[config.mk]
export PLATFORM = sky130hd
export DESIGN_NAME = uart_tx_arbiter
export DESIGN_NICKNAME = d
export VERILOG_FILES = /design/src/rtl/uart_tx_arbiter.sv
export SDC_FILE = /design/constraint.sdc
export NUM_CORES = 1
export LEC_CHECK = 0
export CAP_MARGIN = 0
export CORE_ASPECT_RATIO = 1.4
export CORE_UTILIZATION = 36
export DETAILED_ROUTE_END_ITERATION = 8
export PLACE_DENSITY = 0.87
export SYNTH_ARGS = -nofsm -noshare
export SYNTH_HDL_FRONTEND = slang
export SYNTH_SLANG_ARGS = --single-unit
[constraint.sdc]
create_clock -name clk -period 2 [get_ports clk]
set_clock_uncertainty 0.15 [all_clocks]
set_input_delay 0.4 -clock clk [delete_from_list [all_inputs] [get_ports clk]]
set_output_delay 0.4 -clock clk [all_outputs]
set_load 0.02 [all_outputs]
[src/rtl/uart_tx_arbiter.sv]
// -----------------------------------------------------------------------------
// uart_tx_arbiter
//
// Shares one UART transmitter byte interface among NUM_REQ byte producers with
// round-robin arbitration. A one-deep output register holds the byte presented
// to the UART TX, so a new byte can be loaded in the same cycle the UART takes
// the previous one (no bubble while a grant is held).
//
// Build option:
//   UART_ARB_LOCK_EN  defined   -> packet lock: a grant is held until the byte
//                                  carrying req_last is accepted, or until
//                                  MAX_PKT_LEN bytes have been accepted.
//                     undefined -> grant released after every accepted byte
//                                  (byte-level round-robin); req_last and
//                                  MAX_PKT_LEN are ignored.
//
// Ports:
//   clk        in   system clock
//   reset_n    in   asynchronous reset, active-low
//   req_valid  in   [NUM_REQ]         per-requester byte valid
//   req_data   in   [NUM_REQ*DATA_W]  requester i byte on [i*DATA_W +: DATA_W]
//   req_last   in   [NUM_REQ]         byte is last of packet (lock mode only)
//   req_ready  out  [NUM_REQ]         per-requester byte accept (one-hot or 0)
//   tx_valid   out  byte available to UART TX
//   tx_data    out  [DATA_W]          byte to UART TX
//   tx_ready   in   UART TX takes tx_data when tx_valid & tx_ready
//   grant_id   out  [$clog2(NUM_REQ)] current / last granted requester
//   busy       out  arbiter holds a grant or a pending byte
// -----------------------------------------------------------------------------
module uart_tx_arbiter #(
    parameter int NUM_REQ     = 4,
    parameter int DATA_W      = 8,
    parameter int MAX_PKT_LEN = 64
) (
    input  logic                          clk,
    input  logic                          reset_n,
    input  logic [NUM_REQ-1:0]            req_valid,
    input  logic [NUM_REQ*DATA_W-1:0]     req_data,
    input  logic [NUM_REQ-1:0]            req_last,
    output logic [NUM_REQ-1:0]            req_ready,
    output logic                          tx_valid,
    output logic [DATA_W-1:0]             tx_data,
    input  logic                          tx_ready,
    output logic [$clog2(NUM_REQ)-1:0]    grant_id,
    output logic                          busy
);

    localparam int         ID_W    = $clog2(NUM_REQ);
    localparam logic [6:0] MAX_CNT = 7'(MAX_PKT_LEN);

    typedef enum logic [0:0] {
        ST_IDLE  = 1'b0,
        ST_GRANT = 1'b1
    } state_t;

    state_t             state_r;
    state_t             state_nxt_s;
    logic [ID_W-1:0]    grant_id_r;
    logic [ID_W-1:0]    grant_nxt_s;
    logic [ID_W-1:0]    rr_ptr_r;
    logic [ID_W-1:0]    rr_nxt_s;
    logic [6:0]         byte_cnt_r;
    logic               cnt_clr_s;
    logic               tx_valid_r;
    logic [DATA_W-1:0]  tx_data_r;

    logic [ID_W-1:0]    pick_s;
    logic [ID_W-1:0]    pick_hi_s;
    logic [ID_W-1:0]    pick_lo_s;
    logic               found_hi_s;
    logic               any_valid_s;
    logic [NUM_REQ-1:0] grant_oh_s;
    logic [DATA_W-1:0]  sel_data_s;
    logic               sel_valid_s;
    logic               sel_last_s;
    logic               ready_s;
    logic               req_hs_s;
    logic               tx_hs_s;
    logic               release_s;

    // Round-robin pick: lowest valid index above rr_ptr, else lowest valid index (wrap).
    always_comb begin
        pick_hi_s   = '0;
        pick_lo_s   = '0;
        found_hi_s  = 1'b0;
        any_valid_s = |req_valid;
        for (int i = NUM_REQ - 1; i >= 0; i--) begin
            if (req_valid[i] && (ID_W'(i) > rr_ptr_r)) begin
                pick_hi_s  = ID_W'(i);
                found_hi_s = 1'b1;
            end else begin
                pick_hi_s  = pick_hi_s;
            end
            if (req_valid[i]) begin
                pick_lo_s = ID_W'(i);
            end else begin
                pick_lo_s = pick_lo_s;
            end
        end
        if (found_hi_s) begin
            pick_s = pick_hi_s;
        end else begin
            pick_s = pick_lo_s;
        end
    end

    // Select the granted requester's valid, byte and last flag, and its one-hot mask.
    always_comb begin
        grant_oh_s  = '0;
        sel_data_s  = '0;
        sel_valid_s = 1'b0;
        sel_last_s  = 1'b0;
        for (int i = 0; i < NUM_REQ; i++) begin
            if (grant_id_r == ID_W'(i)) begin
                grant_oh_s[i] = 1'b1;
                sel_data_s    = req_data[i*DATA_W +: DATA_W];
                sel_valid_s   = req_valid[i];
                sel_last_s    = req_last[i];
            end else begin
                grant_oh_s[i] = 1'b0;
            end
        end
    end

    // Handshakes: the granted requester may load whenever the output register is free or draining.
    always_comb begin
        ready_s  = (state_r == ST_GRANT) && (!tx_valid_r || tx_ready);
        req_hs_s = ready_s && sel_valid_s;
        tx_hs_s  = tx_valid_r && tx_ready;
        if (ready_s) begin
            req_ready = grant_oh_s;
        end else begin
            req_ready = '0;
        end
    end

`ifdef UART_ARB_LOCK_EN
    // Packet lock: release on the last byte or on the byte that brings the count to MAX_PKT_LEN.
    always_comb begin
        release_s = req_hs_s && (sel_last_s || (byte_cnt_r >= (MAX_CNT - 7'd1)));
    end
`else
    logic unused_lock_s;
    // Byte-level round-robin: every accepted byte ends the grant.
    always_comb begin
        release_s     = req_hs_s;
        unused_lock_s = ^{sel_last_s, byte_cnt_r};
    end
`endif

    // FSM next state, next grant and round-robin pointer update.
    always_comb begin
        state_nxt_s = state_r;
        grant_nxt_s = grant_id_r;
        rr_nxt_s    = rr_ptr_r;
        cnt_clr_s   = 1'b0;
        case (state_r)
            ST_IDLE: begin
                if (any_valid_s) begin
                    state_nxt_s = ST_GRANT;
                    grant_nxt_s = pick_s;
                    cnt_clr_s   = 1'b1;
                end else begin
                    state_nxt_s = ST_IDLE;
                end
            end
            ST_GRANT: begin
                if (release_s) begin
                    state_nxt_s = ST_IDLE;
                    rr_nxt_s    = grant_id_r;
                end else begin
                    state_nxt_s = ST_GRANT;
                end
            end
            default: begin
                state_nxt_s = ST_IDLE;
            end
        endcase
    end

    // FSM state, grant and round-robin pointer registers; pointer resets so requester 0 wins first.
    always_ff @(posedge clk or negedge reset_n) begin
        if (!reset_n) begin
            state_r    <= ST_IDLE;
            grant_id_r <= '0;
            rr_ptr_r   <= ID_W'(NUM_REQ - 1);
        end else begin
            state_r    <= state_nxt_s;
            grant_id_r <= grant_nxt_s;
            rr_ptr_r   <= rr_nxt_s;
        end
    end

    // Output byte register: a load wins over a drain, so back-to-back bytes leave no bubble.
    always_ff @(posedge clk or negedge reset_n) begin
        if (!reset_n) begin
            tx_valid_r <= 1'b0;
            tx_data_r  <= '0;
        end else if (req_hs_s) begin
            tx_valid_r <= 1'b1;
            tx_data_r  <= sel_data_s;
        end else if (tx_hs_s) begin
            tx_valid_r <= 1'b0;
        end
    end

    // Per-grant byte counter, saturating at MAX_PKT_LEN.
    always_ff @(posedge clk or negedge reset_n) begin
        if (!reset_n) begin
            byte_cnt_r <= 7'd0;
        end else if (cnt_clr_s) begin
            byte_cnt_r <= 7'd0;
        end else if (req_hs_s && (byte_cnt_r < MAX_CNT)) begin
            byte_cnt_r <= byte_cnt_r + 7'd1;
        end
    end

    assign tx_valid = tx_valid_r;
    assign tx_data  = tx_data_r;
    assign grant_id = grant_id_r;
    assign busy     = (state_r != ST_IDLE) || tx_valid_r;

endmodule

==> results of run 1 <==
final timing paths:
check                       startpoint     endpoint  slack, ns
max                           tx_valid     tx_valid       0.06
min in group asynchronous      reset_n   tx_data[5]       0.35
max in group asynchronous      reset_n  grant_id[0]       0.93
min                           tx_ready     tx_valid       0.31
min reg2reg                 tx_data[0]   tx_data[0]       0.36
max reg2reg                grant_id[0]   tx_data[3]       0.12
power by group through the flow:
stage                     clock [mW]  sequential (mW)  combinational, mW
after global placement             0            0.564               1.47
after global routing           0.170            0.616               1.66
after detailed placement           0            0.580               1.52
after CTS                      0.156            0.581               1.51
after floorplan                    0            0.681              0.828
final                          0.151            0.597               1.56
stage by stage:
step                      setup TNS [ns]  worst slack, ns  hold WS [ns]  total power, mW  util (%)
after CTS                              0           0.0101         0.364             2.24      65.0
after floorplan                        0           0.0773       -0.0456             1.51         -
after detailed placement           -4.16           -0.505         0.346             2.10      64.5
final                                  0           0.0634         0.305             2.31      66.7
after global routing                   0           0.0114         0.313             2.44      66.7
after global placement             -3.74           -0.473         0.341             2.04      64.5
registers in the layout (all words and copies together) (netlist names):
name	count
state_r	1
tx_data	8
tx_valid	1
rr_ptr_r	2
grant_id	2
per-layer routing:
layer	share of wire, %	global-route usage [%]	up-vias
met5	0	0	-
li1	-	-	400
met3	12	6.45	11
met1	36	23.7	435
met2	49	38.4	62
met4	3.1	11.3	0
cells in the mapped netlist, drive strengths merged:
| cell | count | area (um^2) |
|---|---|---|
| nor2 | 8 | 30.0 |
| or3 | 1 | 11.3 |
| and3 | 2 | 12.5 |
| clkbuf | 1 | 3.75 |
| a31oi | 1 | 6.26 |
| nand2b | 1 | 6.26 |
| or2 | 1 | 6.26 |
| buf | 3 | 26.3 |
| mux4 | 8 | 188 |
| and2 | 1 | 6.26 |
| nand3 | 1 | 5.00 |
| a21oi | 4 | 20.0 |
| dfstp | 2 | 52.6 |
| or4b | 1 | 10.0 |
| a211o | 1 | 8.76 |
| a21boi | 1 | 7.51 |
| nand2 | 4 | 15.0 |
| dfrtp | 12 | 300 |
| nor3 | 2 | 10.0 |
| o21ai | 3 | 15.0 |
| inv | 2 | 7.51 |
| mux2 | 11 | 158 |
| a21o | 1 | 7.51 |
critical path: stages (launching register included):
cell and delay, ns:
dfrtp_1 0.40, buf_4 0.13, clkdlybuf4s50_1 0.59
final cells by class:
cell class                 count  area [um^2]
timing repair buffer          65          613
tap                           34         42.5
multi-input combinational     52          556
sequential                    14          354
inverter                       2         7.51
clock buffer                   3         22.5
fill                         169          796
kinds of logic after synthesis:
family / count (synthesis)
DFF: 14
and+or+nand+nor: 22
muxes: 19
AOI/OAI and AO/OA: 11
buffers and inverters: 6
layout by cell type (no fill, tap or decap), types with 2 or more instances in the layout:
cell type	count
dfrtp_1	11
mux2_4	9
clkbuf_4	3
o21ai_0	3
mux4_2	6
a21oi_1	4
mux4_1	2
dfstp_2	2
buf_6	2
buf_4	12
dlygate4sd2_1	2
inv_1	2
clkdlybuf4s50_1	46
mux2_2	2
nor3_2	2
nor2_1	8
nand2_1	3
timing repair:
action | 4_1_cts | 5_1_grt
pin swaps | 0 | 1
endpoints found under the setup margin | 7 | 5
gates resized for setup | 26 | 11
buffers inserted | 0 | 1
==> flow_summary_export.csv, run 1 <==
group,metric,value,unit
placement,dpl.hpwl,2.36,mm
clocking,clk_pin_slew,0.08,ns
logic_synthesis,synth.mux.area_fraction,37.8,%
logic_synthesis,ys_types,26,
logic_synthesis,syn-instance-count,72,
power_and_ir_drop,p_int,1.41,mW
drt,detail_route.drc_violations,1,
sta,rsz0062_at_grt,"no",
setup_path,ff2ff_path_depth,4,
clocking,cts_hold_buf,0,
logic_synthesis,synth_area,913,um^2
sta,max-slew-margin-rel,60.4,%
floorplan,row_count,21,
drt,drtPass1Iterations,6,
global_route,grt_pass1_wl,4.20,mm
placement,gp_congestion,0.820,
setup_path,endpoint_kind,"output pin",
clocking,numCtsBuffers,3,
power_and_ir_drop,p_leak,0.702,nW
floorplan,die_area,0.00275,mm^2
floorplan,io-pin-count,59,
drt,vias,908,
placement,io_buffer_count,54,
floorplan,initial_core_util,38.2,%
setup_path,crit_arrival,1.39,ns
logic_synthesis,syn_nets,115,
logic_synthesis,synth_top_family_by_area,"multiplexers",
placement,dpl_cell_area,0.00154,mm^2
sta,max_slew.worst_pin.slew,0.592,ns
setup_path,start_kind,"register",
drt,viasPerCell,5.34,
clocking,root_buffer,"clkbuf_4",
power_and_ir_drop,power_density,1450,mW/mm^2
logic_synthesis,yosys_warnings,0,
sta,hold_viol,0,
run,drv_cap,0,
final_layout,syn_to_final_growth,74.7,%
power_and_ir_drop,p_comb_share,67.6,%
sta,finalMaxSlewViolations,0,
drt,detail-route-antenna-nets,0,
power_and_ir_drop,pwr-share-seq,25.8,%
global_route,grt_overflow,0,
hold_path,hp-class,"input port to register",
final_layout,layout-drive-gt1-share,35.3,%
logic_synthesis,yosys.area_share.xor_xnor,0,%
clocking,cts_tree,"yes",
drt,routed_wl,2.89,mm
clocking,clkLatencyLatePin,0.27,ns
placement,dp.cells,166,
final_layout,n_antenna_cell,0,
sta,fin_crit,1.94,ns
run_status,violations,"design-rule violations",
floorplan,coreArea,0.00239,mm^2
clocking,clock-sinks,14,
drt,post_drt_wl_per_cell,17.0,um
floorplan,die_h,61.6,um
run_status,status,"complete, but fails checks",
global_route,grt_use_total,21.9,%
final_layout,finalInstanceArea,0.00160,mm^2
sta,finalSetupViolations,0,
logic_synthesis,avgSynthCellArea,12.7,um^2
final_layout,nets,181,
sta,fmax,516,MHz
clocking,clockBufferDepth,2,
power_and_ir_drop,switching_share,39.1,%
setup_path,crit_type,"register to output pin",
hold_path,worstHoldPathCells,3,
power_and_ir_drop,clockPowerShare,6.5,%
logic_synthesis,ys_seq_area_share,38.6,%
global_route,antenna_found_initial,0,
global_route,grt_pass1_vias,913,
setup_path,crit_path_max_fanout,2,
drt,drt_iter0_drc,17,
logic_synthesis,synth_compound_area_share,7.12,%
power_and_ir_drop,ir_drop,0.657,mV
sta,period_share,96.8,%
logic_synthesis,synth-simple-area-share,12.3,%
power_and_ir_drop,power.switching,903,uW
clocking,cts_max_level,1,
floorplan,dieWidth,44.6,um
setup_path,worstPathRequired,1.45,ns
logic_synthesis,synth-seq-cells,14,
final_layout,fin_cells,170,
logic_synthesis,synthAdderAreaFrac,0,%
global_route,grt_max_degree,15,
No activity file was read; power rests on OpenSTA's default activity.
==> run 2: changes to the inputs <==
--- a/config.mk
+++ b/config.mk
@@ -7,9 +7,11 @@
 export LEC_CHECK = 0
 export CAP_MARGIN = 0
 export CORE_ASPECT_RATIO = 1.4
-export CORE_UTILIZATION = 36
+export CORE_UTILIZATION = 37
+export CTS_BUF_LIST = sky130_fd_sc_hd__clkbuf_4 sky130_fd_sc_hd__clkbuf_8
+export CTS_CLUSTER_DIAMETER = 80
 export DETAILED_ROUTE_END_ITERATION = 8
-export PLACE_DENSITY = 0.87
+export PLACE_DENSITY = 0.89
 export SYNTH_ARGS = -nofsm -noshare
 export SYNTH_HDL_FRONTEND = slang
 export SYNTH_SLANG_ARGS = --single-unit
==> run 2 against run 1 <==
The run still ends with design-rule violations left. Die area shrank 2.6%. Largest cell class unchanged. Critical path depth is 3 higher. Cell count shrank 5.3%. Via count fell by 4.1%. Sequential power fell by 2%. Wire length is 8.5% lower. Highest routed layer unchanged. Cell area shrank 0.78%. Non-clock buffer count grew 2. Worst setup slack gained 0.024 ns. Sequential share of layout area up 0.18 points. Critical endpoint is now tx_data[0]. Largest power group unchanged. Register-to-register slack worse by 0.03 ns.
==> flow_summary_export.csv, run 2 (same netlist as run 1, synthesis figures left out) <==
group,metric,value,unit
drt,vias,871,
setup_path,endpoint_kind,"register",
clocking,cts_hold_buf,0,
drt,viasPerCell,5.41,
global_route,grt_pass1_vias,900,
global_route,antenna_found_initial,0,
setup_path,r2r-end,"tx_data[0]",
floorplan,die_area,0.00267,mm^2
global_route,grt_max_degree,15,
placement,io_buffer_count,54,
setup_path,start_kind,"input port",
clocking,root_buffer,"clkbuf_4",
power_and_ir_drop,power.switching,861,uW
clocking,clockBufferDepth,2,
setup_path,crit_path_max_fanout,11,
drt,drt_iter0_drc,27,
final_layout,mostFrequentLayoutCells,"46 x clkdlybuf4s50_1, 14 x buf_4, 11 x dfrtp_1",
run,drv_cap,0,
setup_path,slowest_delay,0.49,ns
drt,drtPass1Iterations,8,
final_layout,nets,183,
placement,dp_slack,-0.466,ns
clocking,cts_max_level,1,
clocking,clkLatencyLatePin,0.27,ns
drt,routed_wl,2.65,mm
placement,gp_congestion,0.875,
power_and_ir_drop,p_int,1.41,mW
placement,dp.cells,156,
final_layout,largest_reg_flops,8,
sta,rsz0062_at_grt,"no",
sta,hold_slack,0.303,ns
power_and_ir_drop,power_density,1430,mW/mm^2
clocking,cts_tree,"yes",
power_and_ir_drop,clockPowerShare,7.7,%
power_and_ir_drop,switching_share,38.0,%
drt,post_drt_wl_per_cell,16.4,um
final_layout,n_antenna_cell,0,
drt,detail_route.drc_violations,8,
sta,fin_crit,1.91,ns
global_route,grt_pass1_wl,4.11,mm
sta,finalMaxSlewViolations,0,
setup_path,crit_type,"input port to register",
floorplan,initial_core_util,40.6,%
placement,dpl.hpwl,2.10,mm
final_layout,layout-drive-gt1-share,33.8,%
power_and_ir_drop,p_leak,0.710,nW
sta,max-slew-margin-rel,81.4,%
sta,fmax,523,MHz
clocking,clk_pin_slew,0.08,ns
final_layout,n_fill_cell,165,
floorplan,die_h,60.8,um
floorplan,coreArea,0.00225,mm^2
setup_path,worstPathRequired,2.01,ns
run_status,status,"complete, but fails checks",
final_layout,fin_cells,161,
run_status,violations,"design-rule violations",
global_route,grt_overflow,0,
power_and_ir_drop,pwr-share-seq,25.8,%
drt,detail-route-antenna-nets,0,
global_route,grt_use_total,21.6,%
setup_path,path_cells,"clkdlybuf4s50_1 -> mux2_2 -> nor2_1 -> or3_4 -> mux2_4",
setup_path,crit_arrival,1.93,ns
final_layout,layout_commonest_cell,"clkdlybuf4s50_1",
floorplan,dieWidth,44.0,um
setup_path,regToRegSetupSlack,0.09,ns
sta,worst_slack,0.0873,ns
power_and_ir_drop,total_power,2.27,mW
sta,period_share,95.6,%
setup_path,timing.rr.start,"grant_id[0]",
final_layout,finalInstanceArea,0.00158,mm^2
sta,hold_viol,0,
setup_path,slowest_stage,"or3_4",
setup_path,ff2ff_path_depth,4,
hold_path,hp-class,"input port to asynchronous set/reset pin",
floorplan,row_count,20,
power_and_ir_drop,p_comb_share,66.5,%
floorplan,io-pin-count,59,
clocking,clock-sinks,14,
clocking,numCtsBuffers,3,
sta,finalSetupViolations,0,
sta,max_slew.worst_pin.slew,0.279,ns
placement,dpl_cell_area,0.00154,mm^2
final_layout,syn_to_final_growth,73.3,%
power_and_ir_drop,ir_drop,0.778,mV
==> run 2: final cells by class <==
cell class | count | area [um^2] | share of cell area [%]
timing repair buffer | 67 | 626 | 39.5
inverter | 2 | 7.51 | 0.474
clock buffer | 4 | 30.0 | 1.90
tap | 22 | 27.5 | 1.74
sequential | 14 | 354 | 22.4
multi-input combinational | 52 | 538 | 34.0
==> run 2: through the flow <==
stage	setup TNS, ns	utilization, %
floorplan	0	-
global placement	-4.18	68.4
detailed placement	-4.91	68.4
CTS	-0.0136	69.1
global route	0	70.3
finish	0	70.3
==> run 2: timing repair <==
| item | 4_1_cts | 5_1_grt |
|---|---|---|
| resized for setup | 23 | 6 |
| setup buffers | 0 | 1 |
| endpoints found under the hold margin | 0 | 0 |
| endpoints found under the setup margin | 15 | 4 |
| pin swaps | 1 | 0 |
==> run 2: per-layer routing <==
| layer | routed length, um | GRT usage, % | vias to the layer above |
|---|---|---|---|
| met3 | 238 | 4.76 | 4 |
| li1 | - | - | 409 |
| met1 | 1110 | 27.8 | 411 |
| met5 | 0 | 0 | - |
| met4 | 57 | 11.7 | 0 |
| met2 | 1250 | 33.9 | 47 |
==> run 2: worst max path at each step <==
stage / startpoint / endpoint / slack (ns) / cells past startpoint
floorplan: grant_id[0] / tx_data[0] / 0.08 / 6
global placement: tx_ready / req_ready[3] / -0.42 / 5
detailed placement: tx_ready / req_ready[3] / -0.47 / 5
CTS: tx_ready / req_ready[3] / -0.009 / 5
global route: grant_id[0] / tx_data[6] / 0.05 / 4
finish: req_valid[3] / tx_data[0] / 0.09 / 5
==> run 2: critical path, delay by kind of cell <==
family | cells | cell delay (ns)
buffers and inverters | 1 | 0.47
AND/OR/NAND/NOR | 2 | 0.53
multiplexers | 2 | 0.52
==> run 2: power by group through the flow <==
stage | Clock, mW | Sequential, mW | Combinational (mW)
6_report | 0.175 | 0.585 | 1.51
5_1_grt | 0.192 | 0.611 | 1.60
4_1_cts | 0.179 | 0.580 | 1.47
3_5_place_dp | 0 | 0.580 | 1.50
3_3_place_gp | 0 | 0.566 | 1.48
2_1_floorplan | 0 | 0.681 | 0.828
==> run 3: changes to the inputs <==
--- a/config.mk
+++ b/config.mk
@@ -11,7 +11,7 @@
 export CTS_BUF_LIST = sky130_fd_sc_hd__clkbuf_4 sky130_fd_sc_hd__clkbuf_8
 export CTS_CLUSTER_DIAMETER = 80
 export DETAILED_ROUTE_END_ITERATION = 8
-export PLACE_DENSITY = 0.89
+export PLACE_DENSITY = 0.82
 export SYNTH_ARGS = -nofsm -noshare
 export SYNTH_HDL_FRONTEND = slang
 export SYNTH_SLANG_ARGS = --single-unit
==> run 3 against run 2 <==
The flow still finishes with violations (design-rule violations). Combinational power about the same. Die area stayed put. Wire length shrank 2.8%. Sequential power about the same. Non-clock buffer count down 2. Worst hold slack lost 0.038 ns. Critical path depth shrank 4. Clock power up 21%. Cell area grew 0.47%. Worst setup slack improved by 0.024 ns. Via count is 2.2% lower.
==> flow_summary_export.csv, run 3 (same netlist as run 1, synthesis figures left out) <==
group,metric,value,unit
placement,io_buffer_count,54,
power_and_ir_drop,power_density,1450,mW/mm^2
sta,hold_viol,0,
floorplan,dieWidth,44.0,um
final_layout,layout-drive-gt1-share,34.3,%
global_route,antenna_found_initial,0,
clocking,root_buffer,"clkbuf_4",
setup_path,cp_top_family,"buffers and inverters",
setup_path,crit_arrival,1.34,ns
setup_path,ff2ff_path_depth,4,
final_layout,largest_reg_flops,8,
sta,max_slew.worst_pin.slew,0.314,ns
setup_path,worstPathRequired,1.45,ns
final_layout,syn_to_final_growth,74.1,%
global_route,met1_usage,20.3,%
drt,detail_route.drc_violations,6,
setup_path,slowest_stage,"clkdlybuf4s50_1",
setup_path,r2r-end,"tx_data[3]",
final_layout,fin_cells,159,
sta,rsz0062_at_grt,"no",
drt,drt_iter0_drc,15,
floorplan,die_area,0.00267,mm^2
setup_path,slowest_delay,0.65,ns
setup_path,crit_path_max_fanout,3,
power_and_ir_drop,ir_drop,0.793,mV
clocking,cts_max_level,1,
power_and_ir_drop,p_leak,0.704,nW
final_layout,nets,181,
drt,viasPerCell,5.36,
clocking,post_cts_buffers,0,
clocking,clk_pin_slew,0.09,ns
drt,routed_wl,2.57,mm
final_layout,layout_commonest_cell,"clkdlybuf4s50_1",
global_route,grt_overflow,0,
hold_path,hp-class,"input port to asynchronous set/reset pin",
placement,dp_slack,-0.469,ns
floorplan,initial_core_util,40.6,%
final_layout,n_fill_cell,162,
floorplan,coreArea,0.00225,mm^2
clocking,numCtsBuffers,3,
setup_path,regToRegSetupSlack,0.16,ns
sta,fin_crit,1.89,ns
sta,period_share,94.4,%
placement,dpl.hpwl,2.06,mm
clocking,clkLatencyLatePin,0.28,ns
global_route,grt_pass1_wl,3.75,mm
setup_path,crit_type,"register to output pin",
clocking,clock-sinks,14,
sta,fmax,530,MHz
clocking,cts_hold_buf,0,
clocking,clockBufferDepth,2,
drt,post_drt_wl_per_cell,16.2,um
run_status,status,"complete, but fails checks",
floorplan,die_h,60.8,um
setup_path,critPathBufInv,1,
run,drv_cap,0,
final_layout,regArea,354,um^2
global_route,met2_usage,36.0,%
drt,drtPass1Iterations,8,
global_route,grt_max_degree,15,
final_layout,mostFrequentLayoutCells,"46 x clkdlybuf4s50_1, 12 x buf_4, 11 x dfrtp_1",
sta,finalSetupViolations,0,
global_route,grt_use_total,19.6,%
setup_path,start_kind,"register",
final_layout,n_antenna_cell,0,
drt,detail-route-antenna-nets,0,
setup_path,timing.rr.start,"grant_id[0]",
global_route,grt_use_met3,5.95,%
drt,vias,852,
sta,finalMaxSlewViolations,0,
power_and_ir_drop,total_power,2.30,mW
global_route,grt_pass1_vias,857,
placement,dp.cells,155,
setup_path,endpoint_kind,"output pin",
floorplan,row_count,20,
global_route,busiest_layer,"met2",
run_status,violations,"design-rule violations",
floorplan,io-pin-count,59,
sta,worst_slack,0.112,ns
clocking,cts_tree,"yes",
sta,max-slew-margin-rel,79.1,%
setup_path,path_cells,"clkdlybuf4s50_1",
placement,gp_congestion,0.785,
final_layout,multi_input_area,548,um^2
[run 3: routing by layer]
metal | wire, um | up-vias
met4 | 42 | 0
met1 | 1030 | 412
met2 | 1310 | 36
met5 | 0 | -
met3 | 194 | 5
li1 | - | 399
[run 3: area by class of cell]
type,instances,area share [%]
timing repair buffer,65,38.8
multi-input combinational,52,34.5
inverter,2,0.472
tap,22,1.73
sequential,14,22.3
clock buffer,4,2.28
[run 3: through the flow]
stage | setup TNS, ns | utilization (%) | hold WS, ns | area (um^2)
finish | 0 | 70.6 | 0.265 | 1590
global route | 0 | 70.6 | 0.279 | 1590
CTS | 0 | 69.6 | 0.271 | 1570
detailed placement | -3.64 | 68.1 | 0.345 | 1530
global placement | -3.38 | 68.1 | 0.343 | 1530
floorplan | 0 | - | -0.0456 | 915
[run 3: worst reg2reg max path: stages (launching register included)]
cell and delay, ns:
dfrtp_2 0.49, mux2_4 0.24, nor2_1 0.04, or3_4 0.48
mux2_4 0.34
[run 3: timing repair]
item	in CTS	in global routing
endpoints found under the setup margin	7	2
hold endpoints to repair	0	0
gates resized for setup	27	6
[run 3: worst max-delay path by stage]
stage / cells past startpoint / start / to / slack, ns
finish: 1 / tx_valid / tx_valid / 0.11
global route: 2 / grant_id[0] / grant_id[0] / 0.05
CTS: 5 / tx_ready / req_ready[3] / 0.02
detailed placement: 5 / tx_ready / req_ready[3] / -0.47
global placement: 5 / tx_ready / req_ready[1] / -0.45
floorplan: 6 / grant_id[0] / tx_data[0] / 0.08
[run 3: power breakdown]
group	switching, mW	leakage (nW)	internal (mW)
sequential	0.139	0.160	0.446
clock	0.0997	0.0210	0.111
combinational	0.633	0.523	0.875
